$ cat config.mk
export PLATFORM = sky130hd
export DESIGN_NAME = presettable_down_counter
export DESIGN_NICKNAME = d
export VERILOG_FILES = /design/src/rtl/presettable_down_counter_pkg.sv /design/src/rtl/presettable_down_counter_down_cell.sv /design/src/rtl/presettable_down_counter.sv
export SDC_FILE = /design/constraint.sdc
export NUM_CORES = 1
export LEC_CHECK = 0
export CAP_MARGIN = 25
export CORE_AREA = 5 5 42 44
export CTS_CLUSTER_SIZE = 24
export DETAILED_ROUTE_END_ITERATION = 10
export DIE_AREA = 0 0 47 49
export DONT_BUFFER_PORTS = 1
export RECOVER_POWER = 25
export SLEW_MARGIN = 20
export SYNTH_ARGS = -nofsm -noshare
export SYNTH_HDL_FRONTEND = slang
export SYNTH_SLANG_ARGS = --single-unit
$ cat constraint.sdc
create_clock -name clk -period 2.6 [get_ports clk]
set_input_delay 0.52 -clock clk [delete_from_list [all_inputs] [get_ports clk]]
set_output_delay 0.52 -clock clk [all_outputs]
set_load 0.01 [all_outputs]
$ cat src/rtl/presettable_down_counter_pkg.sv
// Shared constants for the counter blocks: FSM state codes and default width.
package presettable_down_counter_pkg;
   localparam logic [0:0] ST_IDLE       = 1'b0;
   localparam logic [0:0] ST_RUN        = 1'b1;
   localparam int         DEFAULT_WIDTH = 4;
endpackage

$ cat src/rtl/presettable_down_counter_down_cell.sv
// One counter bit: loadable T-type cell, falling-edge clocked, async active-high reset.
module down_cell (
   input  logic clk,
   input  logic reset,
   input  logic load,
   input  logic d,
   input  logic t,
   output logic q
);
   logic r_q;

   always_ff @(negedge clk or posedge reset) begin
      if (reset)     r_q <= 1'b0;
      else if (load) r_q <= d;
      else if (t)    r_q <= ~r_q;
   end

   assign q = r_q;
endmodule

$ cat src/rtl/presettable_down_counter.sv
// Loadable down counter/timer with one-shot and auto-reload modes and a one-cycle done pulse.
module presettable_down_counter
   import presettable_down_counter_pkg::*;
#(
   parameter int WIDTH = DEFAULT_WIDTH
) (
   input  logic             clk,
   input  logic             reset,
   input  logic             load,
   input  logic [WIDTH-1:0] load_value,
   input  logic             en,
   input  logic             auto_reload,
   output logic [WIDTH-1:0] q,
   output logic             busy,
   output logic             done
);
   logic [0:0]       r_state;
   logic [WIDTH-1:0] r_reload;
   logic             r_mode;
   logic             r_done;

   logic [WIDTH-1:0] w_q;
   logic [WIDTH-1:0] w_t;
   logic [WIDTH-1:0] w_cell_d;
   logic             w_cell_load;
   logic             w_active;
   logic             w_expire;
   logic             w_dec;

   // A load on the same edge wins over any count activity, so it masks expiry.
   assign w_active    = (r_state == ST_RUN) && en && !load;
   assign w_expire    = w_active && (w_q == WIDTH'(1));
   assign w_dec       = w_active && !w_expire;
   assign w_cell_load = load || w_expire;
   assign w_cell_d    = load ? load_value : (r_mode ? r_reload : '0);

   // Borrow chain: bit i toggles when decrementing and every lower bit is 0.
   assign w_t[0] = w_dec;
   genvar gi;
   generate
      for (gi = 1; gi < WIDTH; gi++) begin : g_borrow
         assign w_t[gi] = w_t[gi-1] && !w_q[gi-1];
      end
      for (gi = 0; gi < WIDTH; gi++) begin : g_cell
         down_cell u_cell (
            .clk   (clk),
            .reset (reset),
            .load  (w_cell_load),
            .d     (w_cell_d[gi]),
            .t     (w_t[gi]),
            .q     (w_q[gi])
         );
      end
   endgenerate

   always_ff @(negedge clk or posedge reset) begin
      if (reset) begin
         r_state  <= ST_IDLE;
         r_reload <= '0;
         r_mode   <= 1'b0;
         r_done   <= 1'b0;
      end else begin
         r_done <= 1'b0;
         if (load) begin
            r_reload <= load_value;
            r_mode   <= auto_reload;
            if (load_value == '0) begin
               r_state <= ST_IDLE;
               r_done  <= 1'b1;
            end else begin
               r_state <= ST_RUN;
            end
         end else if (w_expire) begin
            r_done <= 1'b1;
            if (!r_mode) r_state <= ST_IDLE;
         end
      end
   end

   assign q    = w_q;
   assign busy = (r_state == ST_RUN);
   assign done = r_done;
endmodule
**Word level (Yosys, flattened, before mapping)**

Index checks and enable logic that the tools add are counted.

- $mul: 0
- Eq/ne operators: 2
- Shifts and indexed selects: 0
- Add/sub/neg operators: 0
- Multiplexer cells: 17
- Bitwise gates (word level): 4
- Div/mod/pow operators: 0
- Magnitude comparators: 0
- Reduce and logical (&&, ||, !) cells: 20

Operators with widths:

| kind | number |
|---|---|
| 1-bit 2-to-1 mux | 15 |
| 2-bit nonzero test | 5 |
| 4-bit 2-to-1 mux | 2 |
| 1-bit logical AND | 7 |
| 1-bit zero test | 5 |
| 4-bit by 1-bit equality test with 1-bit output, second input constant | 1 |
| 4-bit zero test | 1 |
| 1-bit NOT | 4 |
| 2-bit inequality test, second input constant | 1 |
| 2-bit AND reduction | 1 |
| 1-bit logical OR | 1 |

- Bits of input ports: 9
- Memory bits (writable): 0
- Output and inout port bits: 6
- Word-level logic and storage cells: 51
- Memories kept: 0
- Register bits: 11
- Latch bits: 0
- ROM bits: 0

**Longest topological paths before layout**

Gate-level depths: netlist (run 1).

- Word-level depth: 10
- Mapped depth: 3
- Mapped depth without buffers: 3

**Modules after synthesis**

From an unflattened synthesis (run 1), not the netlist that was laid out.

- Cell total of the unflattened synthesis: 53
- Area total of the unflattened synthesis: 573.0 sq um

By module, submodules not included:

| module | seq. area each (sq um) | cells an instance | instances | area an instance (sq um) |
|---|---|---|---|---|
| presettable_down_counter | 175.2 | 33 | 1 | 387.9 |
| down_cell | 25.0 | 5 | 4 | 46.3 |

==> metrics.md, run 1 <==
| Metric | Value |
|---|---|
| Status | `complete, but fails checks` |
| Failing checks | `negative setup slack` |
| Max Root-Sink Buffers | `2` |
| Share of cells above drive strength 1 | `9.09%` |
| Crit path to | `q[1]` |
| Finished Layout Cells | `71` |
| EDFF count, synth | `0` |
| Core area | `~1400 um^2` |
| Worst hold slack | `0.436 ns` |
| GRT Total Usage | `under 10%` |
| Post CTS Setup Buffer Count | `0` |
| Hold crit path type | `reg2reg` |
| Netlist area before placement | `566 um^2` |
| # port buffers | `0` |
| Int Power | `between 200 and 300 uW` |
| Cells on worst reg2reg path | `3` |
| Largest cells by area after synthesis | `dfrtn_1 49%, buf_4 5.3%, inv_1 4.0%` |
| R2r setup slk | `1.13 ns` |
| Area grow syn2layout | `2.21%` |
| Root buf cell | `clkbuf_4` |
| DRC | `0` |
| RSZ-0062 raised after global routing | `yes` |
| Vias | `378` |
| Initial DRC count | `6` |
| Largest net degree at the start of global routing | `16` |
| Syn nets | `65` |
| Antenna-violating nets left | `0` |
| Main synth FF type | `dfrtn_1` |
| # resized after CTS | `0` |
| Wirelength per Cell | `14.6 um` |
| CP max FO | `6` |
| Synth Register Bits | `11` |
| Ports | `15` |
| Clk pwr share | `around 30%` |
| Synth top area share | `48.7%` |
| Max-Cap Viols | `0` |
| Synth unique cells | `24` |
| Global-route wire length before repair | `1650 um` |
| Vias per cell | `5.32` |
| PwrDens | `approximately 640 nW/um^2` |
| Fin. Hold Viols | `0` |
| Footprint of the multi-input gates | `234 um^2` |
| Sw power | `approximately 99 uW` |
| Seq/Total Area, Yosys | `between 40% and 50%` |
| Skew-Pair Late Insertion Delay | `between 0.2 and 0.3 ns` |
| Hold-fix buffers, CTS | `0` |
| Sequential share of power | `~58%` |
| CP endpoint kind | `primary output` |
| R2R Path End | `busy` |
| FF/Latch Area | `between 200 and 300 um^2` |
| Die H | `just under 50 um` |
| Die area | `2300 um^2` |
| Worst Path Arrival | `~2.1 ns` |
| WP depth | `0` |
| Required @ worst endpoint | `2.08 ns` |
| Switch share | `between 20% and 30%` |
| WS Path Type | `reg2out` |
| Initial antenna violation count | `0` |
| Ant. Diodes | `0` |
| Synth async-reset ratio | `100%` |
| Clk sinks | `11` |
| Global placement routability congestion | `0.803` |
| Post-DP HPWL | `slightly above 800 um` |
| Startpoint Class | `flop` |
| Initial core utilization | `between 40% and 50%` |
| CP Launch Point | `g_cell[1].u_cell.q` |
| Yosys warning count | `0` |
| Final setup viols | `4` |
| Post-synthesis cell count | `56` |
| Leak Pwr | `0.000240 uW` |
| Fill cells | `~150` |
| Peak VDD IR | `roughly 0.37 mV` |
| Core Util, Final | `between 40% and 50%` |
| Final wirelength | `around 1000 um` |
| Clock slew at the register clock pins of the worst setup and hold paths | `around 0.05 ns` |
| Net count, final | `65` |
| Total gr overflow | `0` |
| Post-synth top area cell | `dfrtn_1` |
| Most numerous cell in the Yosys netlist | `dfrtn_1` |
| Worst slew margin | `about 72%` |
| Reg-to-reg startpoint | `g_cell[0].u_cell.q` |
| CTS tree | `done` |
| Placed cells | `67` |
| Comb power frac | `approximately an eighth` |
| Site Rows | `14` |
| Die X | `around 47 um` |
| Actual slew at the worst max-slew pin | `0.413 ns` |
| CTS H-Tree Depth | `1` |
| Top cells by count, synth | `11 x dfrtn_1, 6 x inv_1, 6 x nand2_1, 4 x buf_4, 4 x o21ai_1` |
| Skew final | `roughly 0.0053 ns` |
| Setup TNS | `-0.108 ns` |
| Vias in the first global route | `382` |
| Syn Area/Cell | `between 10 and 15 um^2` |
| Worst slack at placement | `0.100 ns` |
| Final WS setup | `-0.0410 ns` |
| Pre-antenna DRT Iters | `4` |
| Max Slew Vio Count | `0` |
| TritonCTS Buffers | `3` |
-- sequential cells by signal, indices dropped and copies added (netlist names) --
| register | cells |
|---|---|
| busy | 1 |
| g_cell.u_cell.q | 4 |
| r_reload | 4 |
| done | 1 |
| r_mode | 1 |
-- kinds of logic after synthesis --
group                     count (synthesis)  synth area share, %
muxes                                     2                 3.98
buffers and inverters                    11                 9.96
DFF                                      11                 48.7
AOI/OAI and AO/OA                        11                 13.5
xor gates and xnor gates                  3                 4.65
and+or+nand+nor                          18                 19.2
-- power groups by stage --
stage,Combinational (uW),Clock [uW],Sequential (uW)
2_1_floorplan,57.6,0,209
3_3_place_gp,46.7,0,220
3_5_place_dp,46.0,0,220
4_1_cts,46.5,114,217
5_1_grt,52.5,130,220
6_report,45.7,110,217
-- metrics by stage --
step | instance area [um^2] | power [uW]
2_1_floorplan | 566 | 267
3_3_place_gp | 552 | 267
3_5_place_dp | 552 | 266
4_1_cts | 578 | 378
5_1_grt | 578 | 403
6_report | 578 | 372
-- worst register-to-register path: cells and delay by family (launching register included) --
kind               cells  cell delay (ns)
AOI/OAI and AO/OA      1             0.11
DFF                    1             0.54
and+or+nand+nor        2             0.66
-- cells in the final DEF (no fill, tap or decap), types with 2 or more instances in the layout --
master,count
clkbuf_4,3
dfrtn_1,11
inv_1,6
mux2_1,2
nand2_1,6
nand3_1,3
nor4_1,2
o21ai_1,4
o221ai_1,2
xor2_1,2
-- cell type report --
class | instances | share of cell area [%]
Inverter | 6 | 3.90
Clock buffer | 4 | 4.55
Sequential cell | 11 | 47.6
Tap cell | 16 | 3.46
Multi-Input combinational cell | 34 | 40.5
-- routing by layer --
| layer | GRT usage [%] | vias up | part of all wire [%] |
|---|---|---|---|
| li1 | - | 195 | - |
| met1 | 12.5 | 170 | 45 |
| met2 | 13.3 | 13 | 42 |
| met3 | 5.90 | 0 | 13 |
| met4 | 1.38 | 0 | 0 |
| met5 | 0 | - | 0 |
-- worst min path at each step --
stage,end,from,depth (start not counted),slack (ns)
floorplan,r_reload[0],r_reload[0],1,0.42
global placement,r_reload[0],r_reload[0],1,0.44
detailed placement,r_reload[0],r_reload[0],1,0.44
CTS,r_reload[0],r_reload[0],1,0.44
global route,r_reload[0],r_reload[0],1,0.46
finish,r_reload[0],r_reload[0],1,0.44
(Power assumes the default switching activity.)
==> run 2, diff against run 1 <==
Settings changed: REMOVE_ABC_BUFFERS set to 1, SKIP_CTS_REPAIR_TIMING set to 1.
==> metrics.md, run 2 (same netlist as run 1, synthesis figures left out) <==
| Metric | Value |
|---|---|
| # port buffers | `0` |
| Die X | `47 um` |
| Post-DP HPWL | `891 um` |
| WS Path Type | `reg2out` |
| Vias per cell | `5.59` |
| Max-Cap Viols | `0` |
| Net count, final | `between 60 and 70` |
| Initial antenna violation count | `0` |
| Antenna-violating nets left | `0` |
| Worst slew margin | `70.8%` |
| Startpoint Class | `flop` |
| Core area | `1400 um^2` |
| Initial core utilization | `approximately two fifths` |
| Vias in the first global route | `~470` |
| Status | `complete, but fails checks` |
| Power Total | `around 380 uW` |
| Failing checks | `negative setup slack` |
| Largest net degree at the start of global routing | `16` |
| CP max FO | `5` |
| Root buf cell | `clkbuf_4` |
| Placed cells | `a little under 70` |
| Total gr overflow | `0` |
| PwrDens | `648 nW/um^2` |
| Site Rows | `14` |
| Peak VDD IR | `0.365 mV` |
| Ant. Diodes | `0` |
| Finished Layout Cells | `73` |
| CTS H-Tree Depth | `1` |
| DRC | `0` |
| Final WS setup | `-0.0499 ns` |
| Pre-antenna DRT Iters | `2` |
| Global placement routability congestion | `~0.77` |
| Max Slew Vio Count | `0` |
| Area grow syn2layout | `4.87%` |
| RSZ-0062 raised after global routing | `yes` |
| Wirelength per Cell | `roughly 15 um` |
| Worst Path Arrival | `~2.1 ns` |
| Actual slew at the worst max-slew pin | `about 0.44 ns` |
| Hold crit path type | `reg2reg` |
| Commonest non-fill, non-tap cell in the layout | `dfrtn_1` |
| TritonCTS Buffers | `3` |
| Skew-Pair Late Insertion Delay | `~0.27 ns` |
| Fin. Hold Viols | `0` |
| Required @ worst endpoint | `2.08 ns` |
| Fill cells | `~150` |
| Commonest non-fill, non-tap cells in the layout | `11 x dfrtn_1, 6 x inv_1, 6 x nand2_1` |
| Max Root-Sink Buffers | `2` |
| Worst slack at placement | `~0.086 ns` |
| Ports | `15` |
| Skew final | `roughly 0.0021 ns` |
| Die H | `approximately 49 um` |
| GRT Total Usage | `12.5%` |
| Clock slew at the register clock pins of the worst setup and hold paths | `around 0.050 ns` |
| Initial DRC count | `3` |
| Final wirelength | `roughly 1100 um` |
| Clk sinks | `11` |
| CTS tree | `done` |
| Final setup viols | `2` |
| Vias | `approximately 410` |
| CP endpoint kind | `primary output` |
| Core Util, Final | `around 42%` |
| Global-route wire length before repair | `between 2000 and 2500 um` |
| Leak Pwr | `0.000250 uW` |
| Die area | `2300 um^2` |
| Share of cells above drive strength 1 | `about 12%` |
## run 2: layout make-up
type                       count  area, um^2  area share, %
inverter                       6        22.5           3.80
clock buffer                   4        26.3           4.43
tap                           16        20.0           3.38
timing repair buffer           2        15.0           2.53
sequential                    11         275           46.4
multi-input combinational     34         234           39.5
## run 2: metal layers
| layer | track usage [%] | share of wire [%] |
|---|---|---|
| met1 | 13.7 | 39 |
| met2 | 18.8 | 50 |
| met3 | 4.43 | 8.0 |
| met4 | 9.68 | 3.0 |
| met5 | 0 | 0 |
## run 2: report_power, final
group	internal, uW	switching (uW)
combinational	29.3	28.4
sequential	191	21.8
clock	59.3	55.2
## run 2: final timing paths
check	start	depth (start not counted)	slack (ns)	end
max	g_cell[2].u_cell.q	0	-0.05	q[2]
min	r_reload[0]	1	0.44	r_reload[0]
max reg2reg	g_cell[1].u_cell.q	4	1.07	busy
min reg2reg	r_reload[0]	1	0.44	r_reload[0]
max in group asynchronous	reset	1	0.98	g_cell[2].u_cell.q
min in group asynchronous	reset	1	1.30	r_reload[1]
## run 2: stage by stage
stage	TNS (ns)	hold slack (ns)	instance area, um^2
detailed placement	0	0.437	567
global route	-0.199	0.462	593
finish	-0.0764	0.441	593
floorplan	0	0.420	532
global placement	0	0.440	567
CTS	-0.109	0.437	593
==> run 3, diff against run 2 <==
Settings changed: CAP_MARGIN 25 to 5.
==> results of run 3 <==
Final layout, timing and power as in run 2 (identical DEF).
